## config.mk

```make
export PLATFORM = sky130hd
export DESIGN_NAME = ripple_add_sequencer_flat
export DESIGN_NICKNAME = d
export VERILOG_FILES = /design/src/rtl/ripple_add_sequencer_if.sv /design/src/rtl/ripple_add_sequencer.sv /design/src/flat_wrapper.sv
export SDC_FILE = /design/constraint.sdc
export NUM_CORES = 1
export LEC_CHECK = 0
export ABC_AREA = 1
export CORE_MARGIN = 10
export CORE_UTILIZATION = 40
export DETAILED_ROUTE_END_ITERATION = 7
export PLACE_DENSITY = 0.68
export SETUP_SLACK_MARGIN = 0.4
export SLEW_MARGIN = 30
export SYNTH_ARGS = -nofsm -noshare
export SYNTH_HDL_FRONTEND = slang
export SYNTH_SLANG_ARGS = --single-unit
export TNS_END_PERCENT = 1
```

## constraint.sdc

```tcl
create_clock -name clk -period 2.3 [get_ports clk]
set_clock_uncertainty 0.15 [all_clocks]
set_input_delay 0.23 -clock clk [delete_from_list [all_inputs] [get_ports clk]]
set_output_delay 0.23 -clock clk [all_outputs]
set_load 0.05 [all_outputs]
```

## src/rtl/ripple_add_sequencer_if.sv

```systemverilog
// Start/done request bus between a requester and the ripple-add sequencer.
interface ripple_add_sequencer_if #(
    parameter int WIDTH = 16
);
    logic             start;
    logic [WIDTH-1:0] a;
    logic [WIDTH-1:0] b;
    logic             cin;
    logic             busy;
    logic             done;
    logic [WIDTH-1:0] sum;
    logic             cout;

    modport master (output start, a, b, cin, input busy, done, sum, cout);
    modport slave  (input start, a, b, cin, output busy, done, sum, cout);
endinterface

```

## src/rtl/ripple_add_sequencer.sv

```systemverilog
// Wide adder that pushes one nibble per cycle through a single 4-bit ripple slice,
// carrying between nibbles through a register.
//
// state | meaning
// IDLE  | waiting for start; sum/cout hold the last result
// RUN   | one nibble per cycle, LSB nibble first
// DONE  | one-cycle done pulse, sum/cout valid
module ripple_add_sequencer #(
    parameter int WIDTH = 16
) (
    input  logic                       clk,
    input  logic                       rst_n,
    ripple_add_sequencer_if.slave      bus
);
    localparam int N  = WIDTH / 4;
    localparam int CW = (N > 1) ? $clog2(N) : 1;
    localparam logic [CW-1:0] LAST = CW'(N - 1);

    typedef enum logic [1:0] {IDLE, RUN, DONE} state_t;

    state_t           state_q, state_d;
    logic [WIDTH-1:0] a_q, a_d;
    logic [WIDTH-1:0] b_q, b_d;
    logic [WIDTH-1:0] sum_q, sum_d;
    logic [CW-1:0]    cnt_q, cnt_d;
    logic             carry_q, carry_d;
    logic             cout_q, cout_d;

    logic [3:0]       nib_a, nib_b;
    logic [4:0]       slice;
    logic [WIDTH-1:0] nib_ext;

    always_comb begin
        state_d = state_q;
        a_d     = a_q;
        b_d     = b_q;
        sum_d   = sum_q;
        cnt_d   = cnt_q;
        carry_d = carry_q;
        cout_d  = cout_q;

        // 4-bit slice: the only combinational carry path in the block
        nib_a   = 4'(a_q >> {cnt_q, 2'b00});
        nib_b   = 4'(b_q >> {cnt_q, 2'b00});
        slice   = {1'b0, nib_a} + {1'b0, nib_b} + {4'b0000, carry_q};
        nib_ext = '0;
        nib_ext[3:0] = slice[3:0];
        nib_ext = nib_ext << {cnt_q, 2'b00};

        case (state_q)
            IDLE: begin
                if (bus.start) begin
                    a_d     = bus.a;
                    b_d     = bus.b;
                    carry_d = bus.cin;
                    sum_d   = '0;
                    cout_d  = 1'b0;
                    cnt_d   = '0;
                    state_d = RUN;
                end
            end
            RUN: begin
                sum_d   = sum_q | nib_ext;
                carry_d = slice[4];
                if (cnt_q == LAST) begin
                    cout_d  = slice[4];
                    state_d = DONE;
                end else begin
                    cnt_d = cnt_q + CW'(1);
                end
            end
            DONE:    state_d = IDLE;
            default: state_d = IDLE;
        endcase
    end

    always_ff @(posedge clk or negedge rst_n) begin
        if (!rst_n) begin
            state_q <= IDLE;
            a_q     <= '0;
            b_q     <= '0;
            sum_q   <= '0;
            cnt_q   <= '0;
            carry_q <= 1'b0;
            cout_q  <= 1'b0;
        end else begin
            state_q <= state_d;
            a_q     <= a_d;
            b_q     <= b_d;
            sum_q   <= sum_d;
            cnt_q   <= cnt_d;
            carry_q <= carry_d;
            cout_q  <= cout_d;
        end
    end

    assign bus.busy = (state_q != IDLE);
    assign bus.done = (state_q == DONE);
    assign bus.sum  = sum_q;
    assign bus.cout = cout_q;
endmodule

```

## src/flat_wrapper.sv

```systemverilog
// flat-port wrapper written by rule: the top's interface ports become plain ports
module ripple_add_sequencer_flat 
#(
    parameter int WIDTH = 16
)
  (clk, rst_n, bus_start, bus_a, bus_b, bus_cin, bus_busy, bus_done, bus_sum, bus_cout);
  ripple_add_sequencer_if #(.WIDTH(WIDTH)) bus_i ();
  input  logic clk;
  input  logic rst_n;
  input wire logic [$bits(bus_i.start)-1:0] bus_start;
  input wire logic [$bits(bus_i.a)-1:0] bus_a;
  input wire logic [$bits(bus_i.b)-1:0] bus_b;
  input wire logic [$bits(bus_i.cin)-1:0] bus_cin;
  output wire logic [$bits(bus_i.busy)-1:0] bus_busy;
  output wire logic [$bits(bus_i.done)-1:0] bus_done;
  output wire logic [$bits(bus_i.sum)-1:0] bus_sum;
  output wire logic [$bits(bus_i.cout)-1:0] bus_cout;
  assign bus_i.start = bus_start;
  assign bus_i.a = bus_a;
  assign bus_i.b = bus_b;
  assign bus_i.cin = bus_cin;
  assign bus_busy = bus_i.busy;
  assign bus_done = bus_i.done;
  assign bus_sum = bus_i.sum;
  assign bus_cout = bus_i.cout;
  ripple_add_sequencer #(.WIDTH(WIDTH)) u_core (.clk(clk), .rst_n(rst_n), .bus(bus_i));
endmodule
```

# Yosys cells after proc, flatten, opt, wreduce, memory -nomap -nowiden
# Cells that the tools add are included.
# totals
regBits,54
input_bits,36
output_inout_bits,19
# classes
n_addsub,3
eq_ne,6
shifts,3
muxes,13
bitwise,1
n_reduce_logical,8
# op_table
op,n
one-hot mux 16 bit (2 select lines),1
right shift 16 x 4 -> 4 bit,2
2-to-1 mux 16 bit,1
OR 16 bit,1
<< shifter 4 x 4 -> 16 bit,1
2-to-1 mux 2 bit,4
one-hot mux 2 bit (2 select lines),2
AND reduction 2 bit,3
AND reduction 3 bit,2
adder 4 x 4 -> 5 bit,1
adder 5 x 1 -> 5 bit,1
== test 2 bit (second input constant),2
inequality test 2 bit (second input constant),2
one-hot mux 1 bit (2 select lines),2
nonzero test 2 bit,2
2-to-1 mux 1 bit,3
adder 2 x 1 -> 2 bit (second input constant),1
== test 2 x 1 -> 1 bit (second input constant),1
logical NOT 2 bit,1
inequality test 2 x 1 -> 1 bit (second input constant),1

# Logic depth before layout (Yosys ltp)
# Gate-level depths: netlist of run 1.
# depth
word_depth,6
depth_mapped,10

# Worst setup path before layout of run 1
# OpenSTA, ideal clock, no wires.
# synth_timing
path_type,register -> register
start,register u_core.cnt_q[0]
end,"register u_core.sum_q[10], in the netlist u_core.bus.sum[10]"
setup_time_ns,0.074
t_arrival_ns,2.064
setup_slack_ns,0.012
path_stages_with_launch,10
path_buffers,1
synth_period_minus_slack_ns,2.288
path_cell_list,dfrtp_1 -> inv_1 -> buf_2 -> o21ai_0 -> o22ai_1 -> fa_1 -> fa_1 -> xor2_1 -> nand2_1 -> o21ai_2
# synth_via
elab_chain_len,6
word_cells_on_any_way,7
cone_classes,2 x add/sub; 3 x shift; 1 x mux; 1 x bitwise
# synth_rtl
item,line_no,text
start: declaration,ripple_add_sequencer.sv:25,"logic [CW-1:0] cnt_q, cnt_d;"
start signal: assignment,ripple_add_sequencer.sv:91,cnt_q <= cnt_d;
"right shift 16 x 4 -> 4 bit, on equally long branches","ripple_add_sequencer.sv:43, ripple_add_sequencer.sv:44",
adder 4 x 4 -> 5 bit,ripple_add_sequencer.sv:45,"slice = {1'b0, nib_a} + {1'b0, nib_b} + {4'b0000, carry_q};"
adder 5 x 1 -> 5 bit,ripple_add_sequencer.sv:45,
<< shifter 4 x 4 -> 16 bit *,ripple_add_sequencer.sv:48,"nib_ext = nib_ext << {cnt_q, 2'b00};"
OR 16 bit *,ripple_add_sequencer.sv:63,sum_d = sum_q | nib_ext;
one-hot mux 16 bit (2 select lines) *,ripple_add_sequencer.sv:50,case (state_q)
end signal: assignment,ripple_add_sequencer.sv:90,sum_q <= sum_d;
end: declaration,ripple_add_sequencer.sv:24,"logic [WIDTH-1:0] sum_q, sum_d;"
# Every way passes the cells marked *; elsewhere a longest branch is shown, timed or not.
# A chain may end at the register's enable or synchronous reset.

# Worst setup path in the final report of run 1
# layout_timing
start,register u_core.cnt_q[0]
end,"register u_core.sum_q[13], in the netlist u_core.bus.sum[13]"
# The elaborated chain is that of the path after synthesis.

==> summary.md, run 1 <==
| Metric | Value |
|---|---|
| # rows | `29` |
| Syn Nets | `332` |
| Number of antenna violations at the first check in global routing | `0` |
| Sequential fraction of the synthesis area | `52.58%` |
| PwrDens | `1676 nW/um^2` |
| Hold slack | `0.2949 ns` |
| Die area | `10030 sq um` |
| Reg2reg setup slack | `0.04 ns` |
| DR WL/cell | `13.91 um` |
| Largest net degree at the start of global routing | `55` |
| Cell with the most instances after synthesis | `nand2_1` |
| Post-synthesis async set-or-reset flop share | `100.0%` |
| HPWL after DPL | `4415 um` |
| Outcome | `finished, final reports clean` |
| First-pass GRT wire length | `9970 um` |
| Number of port buffers | `54` |
| Flops & latches, synth | `54` |
| Commonest cells in the netlist | `130 x nand2_1, 54 x dfrtp_1, 18 x o21ai_0, 17 x nor2_1, 13 x o21ai_2` |
| RR Startpoint | `u_core.cnt_q[0]` |
| Synth top area cells | `dfrtp_1 53%, nand2_1 19%, o21ai_2 4.4%` |
| CP required | `2.39 ns` |
| Peak fanout along the critical path | `7` |
| First-pass detailed-route iteration total | `4` |
| Relative slew slack | `56.09%` |
| # nets final | `395` |
| Hold path start | `bus_a[14]` |
| Ys Warns | `0` |
| Number of global-route vias before repair | `2155` |
| Final instance area | `3413 sq um` |
| CTS tree | `yes` |
| Clock Sinks | `54` |
| CP endpoint kind | `register` |
| Syn avg cell area | `8.862 sq um` |
| H-tree Lvls | `2` |
| Die H | `100.2 um` |
| Final Hold Vio Count | `0` |
| Core Region | `6277 sq um` |
| CTS buffer count | `5` |
| Root buffer cell | `clkbuf_8` |
| DP Area | `3179 sq um` |
| Routed Antenna Nets | `0` |
| Reg-to-Reg End | `u_core.bus.sum[13]` |
| GP Congestion | `0.8729` |
| Crit share post-route | `98.27%` |
| Max-Cap Viols | `0` |
| Layout area overhead | `32.81%` |
| Iteration-0 DRC Markers | `77` |
| Ant diodes | `0` |
| DIE WIDTH | `100.2 um` |
| Cells after Synth | `290` |
| EDFF count, synth | `0` |
| Hold depth | `3` |
| Most used DFF post-synth | `dfrtp_1` |
| Count of final setup violators | `0` |
| Netlist cell types | `25` |
| RSZ-0062 raised after global routing | `true` |
| Layout cells sized above 1 | `18.36%` |
| Crit path kind | `register to register` |
| Least-Margin Pin Slew | `0.6587 ns` |
| Critical Path Source Type | `register` |
| Max clock buf depth | `2` |
| GR Overflow Total | `0` |
| Netlist Area Pre-Place | `2570 sq um` |
| Routed wire length | `5997 um` |
| Min-delay worst type | `input port to register` |
| Initial Util | `40.94%` |
| Worst skew pair latency | `0.31 ns` |
| Vias | `2037` |
| Cell taking the most area after synthesis | `dfrtp_1` |
| IO Count | `55` |
| Arr. time, crit path | `2.35 ns` |
| All-layer global routing usage | `12.02%` |
| R2R cell count | `7` |
| Clk slew on worst S/H paths | `0.10 ns` |
| Yosys top cell area share | `52.58%` |
| Maximum vdd drop | `842.0 uV` |
| Fmax | `0.4424 GHz` |
| Vias per cell | `4.726` |
| Crit path time final | `2.260 ns` |
| Residual DRC | `0` |
| Leak pwr | `1.773 nW` |
| Hold Path Sink | `u_core.a_q[14]` |
| Fin. max-slew vios | `0` |
[cells in the final DEF (no fill, tap or decap), drive strengths merged]
master         instances
nand2                130
dfrtp                 54
clkdlybuf4s50         42
o21ai                 32
nor2                  22
buf                   15
dlymetal6s2s          11
inv                    9
o22ai                  8
nand3                  6
clkbuf                 5
nand4                  4
ha                     4
a21oi                  3
fa                     2
clkinv                 2
clkinvlp               1
xor2                   1
nor3                   1
bufinv                 1
dlygate4sd3            1
[report_power, final]
part	total, mW	internal [mW]	leakage (nW)	switching (mW)
clock	0.620	0.321	0.0579	0.300
sequential	1.67	1.39	0.676	0.279
combinational	3.43	1.29	1.04	2.14
[critical path, stage by stage (launching register included)]
cell	delay [ns]
dfrtp_2	0.42
clkinvlp_4	0.17
o21ai_0	0.19
o22ai_1	0.12
fa_2	0.37
fa_2	0.57
nand2_2	0.08
o21ai_2	0.12
[how the worst max path moves through the flow]
stage,from,end,slack [ns],cells after the start
3_3_place_gp,u_core.cnt_q[0],u_core.bus.sum[2],0.04,8
3_5_place_dp,u_core.cnt_q[0],u_core.bus.sum[9],-0.06,7
2_1_floorplan,u_core.cnt_q[0],u_core.bus.sum[10],0.11,9
4_1_cts,u_core.cnt_q[0],u_core.bus.sum[13],0.07,7
6_report,u_core.cnt_q[0],u_core.bus.sum[13],0.04,7
5_1_grt,u_core.cnt_q[0],u_core.bus.sum[1],-0.06,7
[final cells by class]
cell class / instances / area [sq um]
timing repair buffer: 69 / 681.9
multi-input combinational: 213 / 1120
tap: 77 / 96.34
clock buffer: 5 / 68.82
fill: 592 / 2864
sequential: 54 / 1353
inverter: 10 / 53.80
clock inverter: 3 / 40.04
[timing repair]
action                                 CTS  global route
buffers inserted                         3             1
setup endpoints to repair               20            29
endpoints found under the hold margin   54             0
resized for setup                       13            18
pin swaps                               14             4
hold buffers                             1             0
[per-layer routing]
metal  global-route usage (%)  routed length (um)  vias to the layer above
li1                         -                   -                     1056
met4                    2.935                  70                        0
met2                    19.58                2825                       47
met1                    14.48                2696                      926
met5                        0                   0                        -
met3                    4.808                 404                        8
[metrics by stage]
step	cells	setup TNS, ns	worst slack, ns	utilization, %	power [mW]
final	431	0	0.03974	54.38	5.719
after global routing	431	-0.5093	-0.05807	54.38	6.196
after CTS	430	0	0.07158	53.48	5.614
after detailed placement	418	-0.4416	-0.05928	50.65	4.840
after global placement	418	0	0.04199	50.65	4.770
after floorplan	290	0	0.1134	-	4.017
[sequential cells by signal, summed over array words and instances, names as in the netlist]
register and cells:
u_core.bus.sum 16, u_core.b_q 16, u_core.a_q 16, u_core.bus.cout 1, u_core.cnt_q 2, u_core.state_q 2, u_core.carry_q 1
[cells by family after synthesis]
logic type                 count (synthesis)  synth area share [%]
buffers and inverters                     23                 5.940
adders and majority gates                  6                 3.505
AOI/OAI and AO/OA                         43                 10.66
DFF                                       54                 52.58
and+or+nand+nor                          163                 26.97
xor gates and xnor gates                   1                0.3409
Power figures use the tool's default switching activity.
==> inputs of run 2 (changes only) <==
Settings changed: ABC_AREA 1 to default, PLACE_DENSITY 0.68 to 0.65.
==> summary.md, run 2 <==
| Metric | Value |
|---|---|
| Outcome | `finished with violations` |
| Failing checks | `negative setup slack` |
| Syn avg cell area | `15.47 sq um (+75%)` |
| Number of antenna violations at the first check in global routing | `0 (unchanged)` |
| Sequential fraction of the synthesis area | `55.64% (+3.1 points)` |
| PwrDens | `1735 nW/um^2 (+3.5%)` |
| Max clock buf depth | `2 (unchanged)` |
| Layout cells sized above 1 | `27.93% (+9.6 points)` |
| Commonest cells in the netlist | `54 x dfrtp_1, 22 x mux2_2, 15 x a22o_1, 11 x mux2_1, 8 x mux4_2` |
| Netlist Area Pre-Place | `2429 sq um (-5.5%)` |
| Post-synthesis adder-cell area fraction | `3.709% (+0.20 points)` |
| Count of final setup violators | `10 (+10)` |
| Largest net degree at the start of global routing | `50 (-9.1%)` |
| Routed wire length | `5214 um (-13%)` |
| Most common cell after layout, fill and taps aside | `dfrtp_1` |
| GP Congestion | `0.7872 (-9.8%)` |
| DR WL/cell | `17.56 um (+26%)` |
| CTS tree | `yes` |
| Cell with the most instances after synthesis | `dfrtp_1` |
| Final instance area | `3249 sq um (-4.8%)` |
| Vias per cell | `5.222 (+10%)` |
| Synth top area cells | `dfrtp_1 56%, mux2_2 10%, mux4_2 7.4%` |
| # rows | `28 (-3.4%)` |
| XOR/XNOR share of the synthesized area | `0.3606% (+0.020 points)` |
| Die area | `9588 sq um (-4.4%)` |
| Met2 routed WL | `2633 um (-6.8%)` |
| DP Area | `3105 sq um (-2.3%)` |
| Crit-path slowest cell | `mux4_2` |
| Worst skew pair latency | `0.31 ns (about the same)` |
| Main combinational cell family by area after synthesis | `multiplexers` |
| GR Overflow Total | `0 (unchanged)` |
| Min-delay worst type | `input port to async pin` |
| Cells along the critical path | `mux4_2 > fa_2 > fa_2 > xor2_1 > buf_4 > a22o_1` |
| Post-synthesis mux area share | `23.13% (+23 points)` |
| Routed Antenna Nets | `0 (unchanged)` |
| Total Power | `5.638 mW (-1.4%)` |
| Simple-gate area share of the yosys netlist | `4.379% (-23 points)` |
| EDFF count, synth | `0 (unchanged)` |
| Core Region | `5921 sq um (-5.7%)` |
| Maximum vdd drop | `971.6 uV (+15%)` |
| WP buf/inv | `1 (unchanged)` |
| Flops & latches, synth | `54 (unchanged)` |
| Ys Warns | `0 (unchanged)` |
| Most frequent cells in the layout | `53 x dfrtp_1, 36 x clkdlybuf4s50_1, 22 x mux2_2, 15 x a22o_1, 15 x dlymetal6s2s_1` |
| Iteration-0 DRC Markers | `74 (-3.9%)` |
| Relative slew slack | `63.12% (+7.0 points)` |
| HPWL after DPL | `4222 um (-4.4%)` |
| Clock Sinks | `54 (unchanged)` |
| Ant diodes | `0 (unchanged)` |
| Yosys top cell area share | `55.64% (+3.1 points)` |
| Residual DRC | `0 (unchanged)` |
| Metal-1 WL | `2243 um (-17%)` |
| Least-Margin Pin Slew | `0.5531 ns (-0.1055 ns)` |
| Number of port buffers | `54 (unchanged)` |
| Fin. max-slew vios | `0 (unchanged)` |
| Compound-gate portion of the synthesized area | `8.913% (-1.7 points)` |
| Cells after Synth | `157 (-46%)` |
| Leak pwr | `1.563 nW (-12%)` |
| Crit path kind | `register to register` |
| Cell taking the most area after synthesis | `dfrtp_1` |
| Syn Nets | `199 (-40%)` |
| H-tree Lvls | `2 (unchanged)` |
| Peak fanout along the critical path | `4 (-3)` |
| Met3 Wirelength | `315 um (-22%)` |
| CP required | `2.35 ns (-0.04 ns)` |
| CP endpoint kind | `register` |
| Fmax | `0.4116 GHz (-7.0%)` |
| CP max stage delay | `0.53 ns (-0.04 ns)` |
| Most used DFF post-synth | `dfrtp_1` |
| IO Count | `55 (unchanged)` |
| Max-Cap Viols | `0 (unchanged)` |
| RSZ-0062 raised after global routing | `true` |
| Initial Util | `41.02% (+0.078 points)` |
| Vias | `1551 (-24%)` |
| Root buffer cell | `clkbuf_8` |
| Die H | `97.92 um (-2.2%)` |
| Netlist cell types | `30 (+20%)` |
| Clk slew on worst S/H paths | `0.09 ns (about the same)` |
| Final Hold Vio Count | `0 (unchanged)` |
| Critical Path Source Type | `register` |
| Layout area overhead | `33.80%` |
| Arr. time, crit path | `2.48 ns (+0.13 ns)` |
| CP most frequent cell | `fa_2` |
| Post-synthesis async set-or-reset flop share | `100.0% (unchanged)` |
| Crit share post-route | `105.6% (+7.3 points)` |
| First-pass detailed-route iteration total | `4 (unchanged)` |
| DIE WIDTH | `97.92 um (-2.2%)` |
| Critical path's top delay family | `adder cells` |
| All-layer global routing usage | `11.07% (-0.95 points)` |
| Crit path time final | `2.429 ns (+0.1690 ns)` |
| CTS buffer count | `5 (unchanged)` |
| # nets final | `263 (-33%)` |
| Max layer used | `met4` |
| First-pass GRT wire length | `8694 um (-13%)` |
| Final worst slack | `-0.1293 ns (-0.1690 ns)` |
| Number of global-route vias before repair | `1689 (-22%)` |
| Fill cells | `484 (-18%)` |
## run 2: per-layer routing
layer | track usage (%) | vias to the layer above
met1 | 13.23 | 783
li1 | - | 721
met4 | 3.356 | 0
met5 | 0 | -
met2 | 18.02 | 44
met3 | 4.228 | 3
## run 2: area by class of cell
type | instances | area [sq um] | share of cell area [%]
clock buffer | 6 | 82.58 | 2.541
tap | 75 | 93.84 | 2.888
multi-input combinational | 91 | 1015 | 31.23
inverter | 2 | 7.507 | 0.2310
timing repair buffer | 67 | 685.7 | 21.10
sequential | 54 | 1353 | 41.62
clock inverter | 2 | 12.51 | 0.3851
## run 2: through the flow
stage          hold WS (ns)  setup TNS (ns)  setup slack (ns)  utilization (%)  instances
2_1_floorplan       -0.2156          -2.081           -0.1771                -        157
3_3_place_gp        0.08586          -1.605           -0.1674            52.45        288
3_5_place_dp        0.08670          -2.023           -0.1994            52.45        288
4_1_cts              0.3013          -1.891           -0.1930            54.29        297
5_1_grt              0.3466          -2.002           -0.2182            54.88        297
6_report             0.2954          -1.007           -0.1293            54.88        297
## run 2: final timing paths
check / startpoint / endpoint / slack (ns) / cells after the start
worst max-delay path: u_core.cnt_q[0] / u_core.bus.sum[14] / -0.13 / 6
worst min-delay path: rst_n / u_core.b_q[10] / 0.30 / 2
worst max register to register: u_core.cnt_q[0] / u_core.bus.sum[14] / -0.13 / 6
worst min register to register: u_core.b_q[0] / u_core.b_q[0] / 0.35 / 1
max in group asynchronous: rst_n / u_core.a_q[0] / 1.05 / 3
min in group clk: u_core.b_q[0] / u_core.b_q[0] / 0.35 / 1
## run 2: cells by family after synthesis
kind of cell | count (synthesis)
AOI/OAI and AO/OA | 26
xor gates and xnor gates | 1
adders and majority gates | 6
buffers and inverters | 12
DFF | 54
muxes | 42
and+or+nand+nor | 16
## run 2: power breakdown
| part | switching (mW) | total, mW | internal (mW) | leakage (nW) |
|---|---|---|---|---|
| clock network | 0.293 | 0.536 | 0.242 | 0.0472 |
| registers | 0.306 | 1.74 | 1.43 | 0.649 |
| logic | 1.66 | 3.37 | 1.71 | 0.867 |
| total | 2.26 | 5.64 | 3.38 | 1.56 |
## run 2: what timing repair did
action	in CTS	in global routing
endpoints found under the setup margin	20	35
hold endpoints to repair	24	0
pin swaps	8	2
hold buffers	1	0
buffers inserted	0	0
resized for setup	5	20
==> inputs of run 3 (changes only) <==
Settings changed: ABC_AREA from default to 1.
==> summary.md, run 3 (synthesis results as in run 1) <==
| Metric | Value |
|---|---|
| PwrDens | `1705 nW/um^2 (-1.7%)` |
| Routed Antenna Nets | `0 (unchanged)` |
| DR WL/cell | `14.07 um (-20%)` |
| Relative slew slack | `65.56% (+2.4 points)` |
| GP Congestion | `0.8687 (+10%)` |
| All-layer global routing usage | `12.16% (+1.1 points)` |
| Die area | `10030 sq um (+4.6%)` |
| Ant diodes | `0 (unchanged)` |
| First-pass detailed-route iteration total | `4 (unchanged)` |
| CP required | `2.39 ns (+0.04 ns)` |
| Non-Filler Instances | `428 (+44%)` |
| Residual DRC | `0 (unchanged)` |
| Least-Margin Pin Slew | `0.5150 ns (-0.03810 ns)` |
| Vias | `2087 (+35%)` |
| Vias per cell | `4.876 (-6.6%)` |
| Crit path time final | `2.158 ns (-0.2708 ns)` |
| # nets final | `392 (+49%)` |
| Most common cell after layout, fill and taps aside | `nand2_1` |
| Final Hold Vio Count | `0 (unchanged)` |
| GR Overflow Total | `0 (unchanged)` |
| Outcome | `finished, final reports clean` |
| DP Area | `3179 sq um (+2.4%)` |
| Crit share post-route | `93.85% (-12 points)` |
| Leak pwr | `1.615 nW (+3.3%)` |
| Most frequent cells in the layout | `128 x nand2_1, 53 x clkdlybuf4s50_1, 52 x dfrtp_1, 15 x nor2_1, 14 x o21ai_2` |
| Root buffer cell | `clkbuf_8` |
| CTS buffer count | `5 (unchanged)` |
| Max clock buf depth | `2 (unchanged)` |
| Final instance area | `3388 sq um (+4.3%)` |
| Count of final setup violators | `0 (-10)` |
| Core Region | `6277 sq um (+6.0%)` |
| Crit path kind | `register to register` |
| Peak fanout along the critical path | `7 (+3)` |
| Setup TNS | `0 ns (+1.007 ns)` |
| Placed Cells | `418 (+45%)` |
| Max-Cap Viols | `0 (unchanged)` |
| Number of antenna violations at the first check in global routing | `0 (unchanged)` |
| CP endpoint kind | `register` |
| Final core occ | `53.98% (-0.91 points)` |
| DIE WIDTH | `100.2 um (+2.3%)` |
| Number of global-route vias before repair | `2145 (+27%)` |
| Routed wire length | `6020 um (+15%)` |
| Layout cells sized above 1 | `17.95% (-10 points)` |
| Die H | `100.2 um (+2.3%)` |
| CTS tree | `yes` |
| Maximum vdd drop | `925.4 uV (-4.8%)` |
| HPWL after DPL | `4517 um (+7.0%)` |
| Clock Sinks | `54 (unchanged)` |
| Worst skew pair latency | `0.32 ns (about the same)` |
| Min-delay worst type | `input port to async pin` |
| Clk slew on worst S/H paths | `0.10 ns (about the same)` |
| Arr. time, crit path | `2.25 ns (-0.23 ns)` |
| RSZ-0062 raised after global routing | `true` |
| Layout area overhead | `31.84%` |
| Largest net degree at the start of global routing | `35 (-30%)` |
| First-pass GRT wire length | `10140 um (+17%)` |
| IO Count | `55 (unchanged)` |
| Initial Util | `40.94% (-0.078 points)` |
| Critical Path Source Type | `register` |
| Fin. max-slew vios | `0 (unchanged)` |
| # rows | `29 (+3.6%)` |
| Fill cells | `611 (+26%)` |
| H-tree Lvls | `2 (unchanged)` |
| Fmax | `0.4633 GHz (+13%)` |
| Number of port buffers | `54 (unchanged)` |
| Iteration-0 DRC Markers | `98 (+32%)` |
## run 3: cell types whose count changed in the layout (fill, tap and decap cells not counted), moves of 14 or more
cell             previous run  this run
nand2_1                     0       128
nor2_1                      1        15
clkdlybuf4s50_1            36        53
a22o_1                     15         0
dlymetal6s2s_1             15         0
mux2_2                     22         0
o21ai_2                     0        14
## run 3: area by class of cell
type / instances / area, sq um / area share [%]
multi-input combinational: 213 / 1144 / 33.75
inverter: 10 / 52.55 / 1.551
clock buffer: 6 / 72.57 / 2.142
sequential: 54 / 1354 / 39.96
timing repair buffer: 66 / 631.9 / 18.65
tap: 77 / 96.34 / 2.843
clock inverter: 2 / 37.54 / 1.108
## run 3: metal layers
layer	global-route usage (%)	share of wire, %	wire, um
met5	0	0	0
met4	2.935	0.88	53
met3	4.396	7.4	445
met2	19.34	47	2802
met1	15.35	45	2717
## run 3: worst max-delay path, stage by stage (launching register included)
cell	delay, ns
dfrtp_2	0.48
o21ai_1	0.19
o22ai_2	0.11
fa_2	0.39
fa_2	0.57
nand2_2	0.08
o21ai_2	0.13
## run 3: path summary, 6_finish.rpt
check | start | to | slack, ns | depth (start not counted)
max | u_core.cnt_q[0] | u_core.bus.sum[13] | 0.14 | 6
min | rst_n | u_core.bus.sum[12] | 0.23 | 2
max reg2reg | u_core.cnt_q[0] | u_core.bus.sum[13] | 0.14 | 6
min reg2reg | u_core.a_q[11] | u_core.a_q[11] | 0.33 | 2
max in group asynchronous | rst_n | u_core.cnt_q[0] | 1.15 | 3
min in group clk | bus_b[13] | u_core.b_q[13] | 0.29 | 3
## run 3: timing repair
item | CTS | global route
hold endpoints to repair | 17 | 0
hold buffers | 1 | 0
endpoints found under the setup margin | 19 | 32
pin swaps | 10 | 2
gates resized for setup | 13 | 14
buffers inserted | 1 | 0
## run 3: power breakdown
group / switching (mW) / internal, mW / total (mW) / leakage, nW
logic: 2.15 / 1.30 / 3.45 / 0.889
registers: 0.295 / 1.39 / 1.69 / 0.675
clock network: 0.310 / 0.325 / 0.635 / 0.0514
## run 3: metrics by stage
step | hold slack (ns) | power, mW | setup WS, ns
global placement | 0.03328 | 4.779 | 0.1064
floorplan | -0.2156 | 4.017 | 0.1134
global route | 0.2585 | 6.255 | 0.03118
detailed placement | 0.03088 | 4.860 | 0.01676
CTS | 0.2262 | 5.608 | 0.1102
finish | 0.2263 | 5.778 | 0.1415
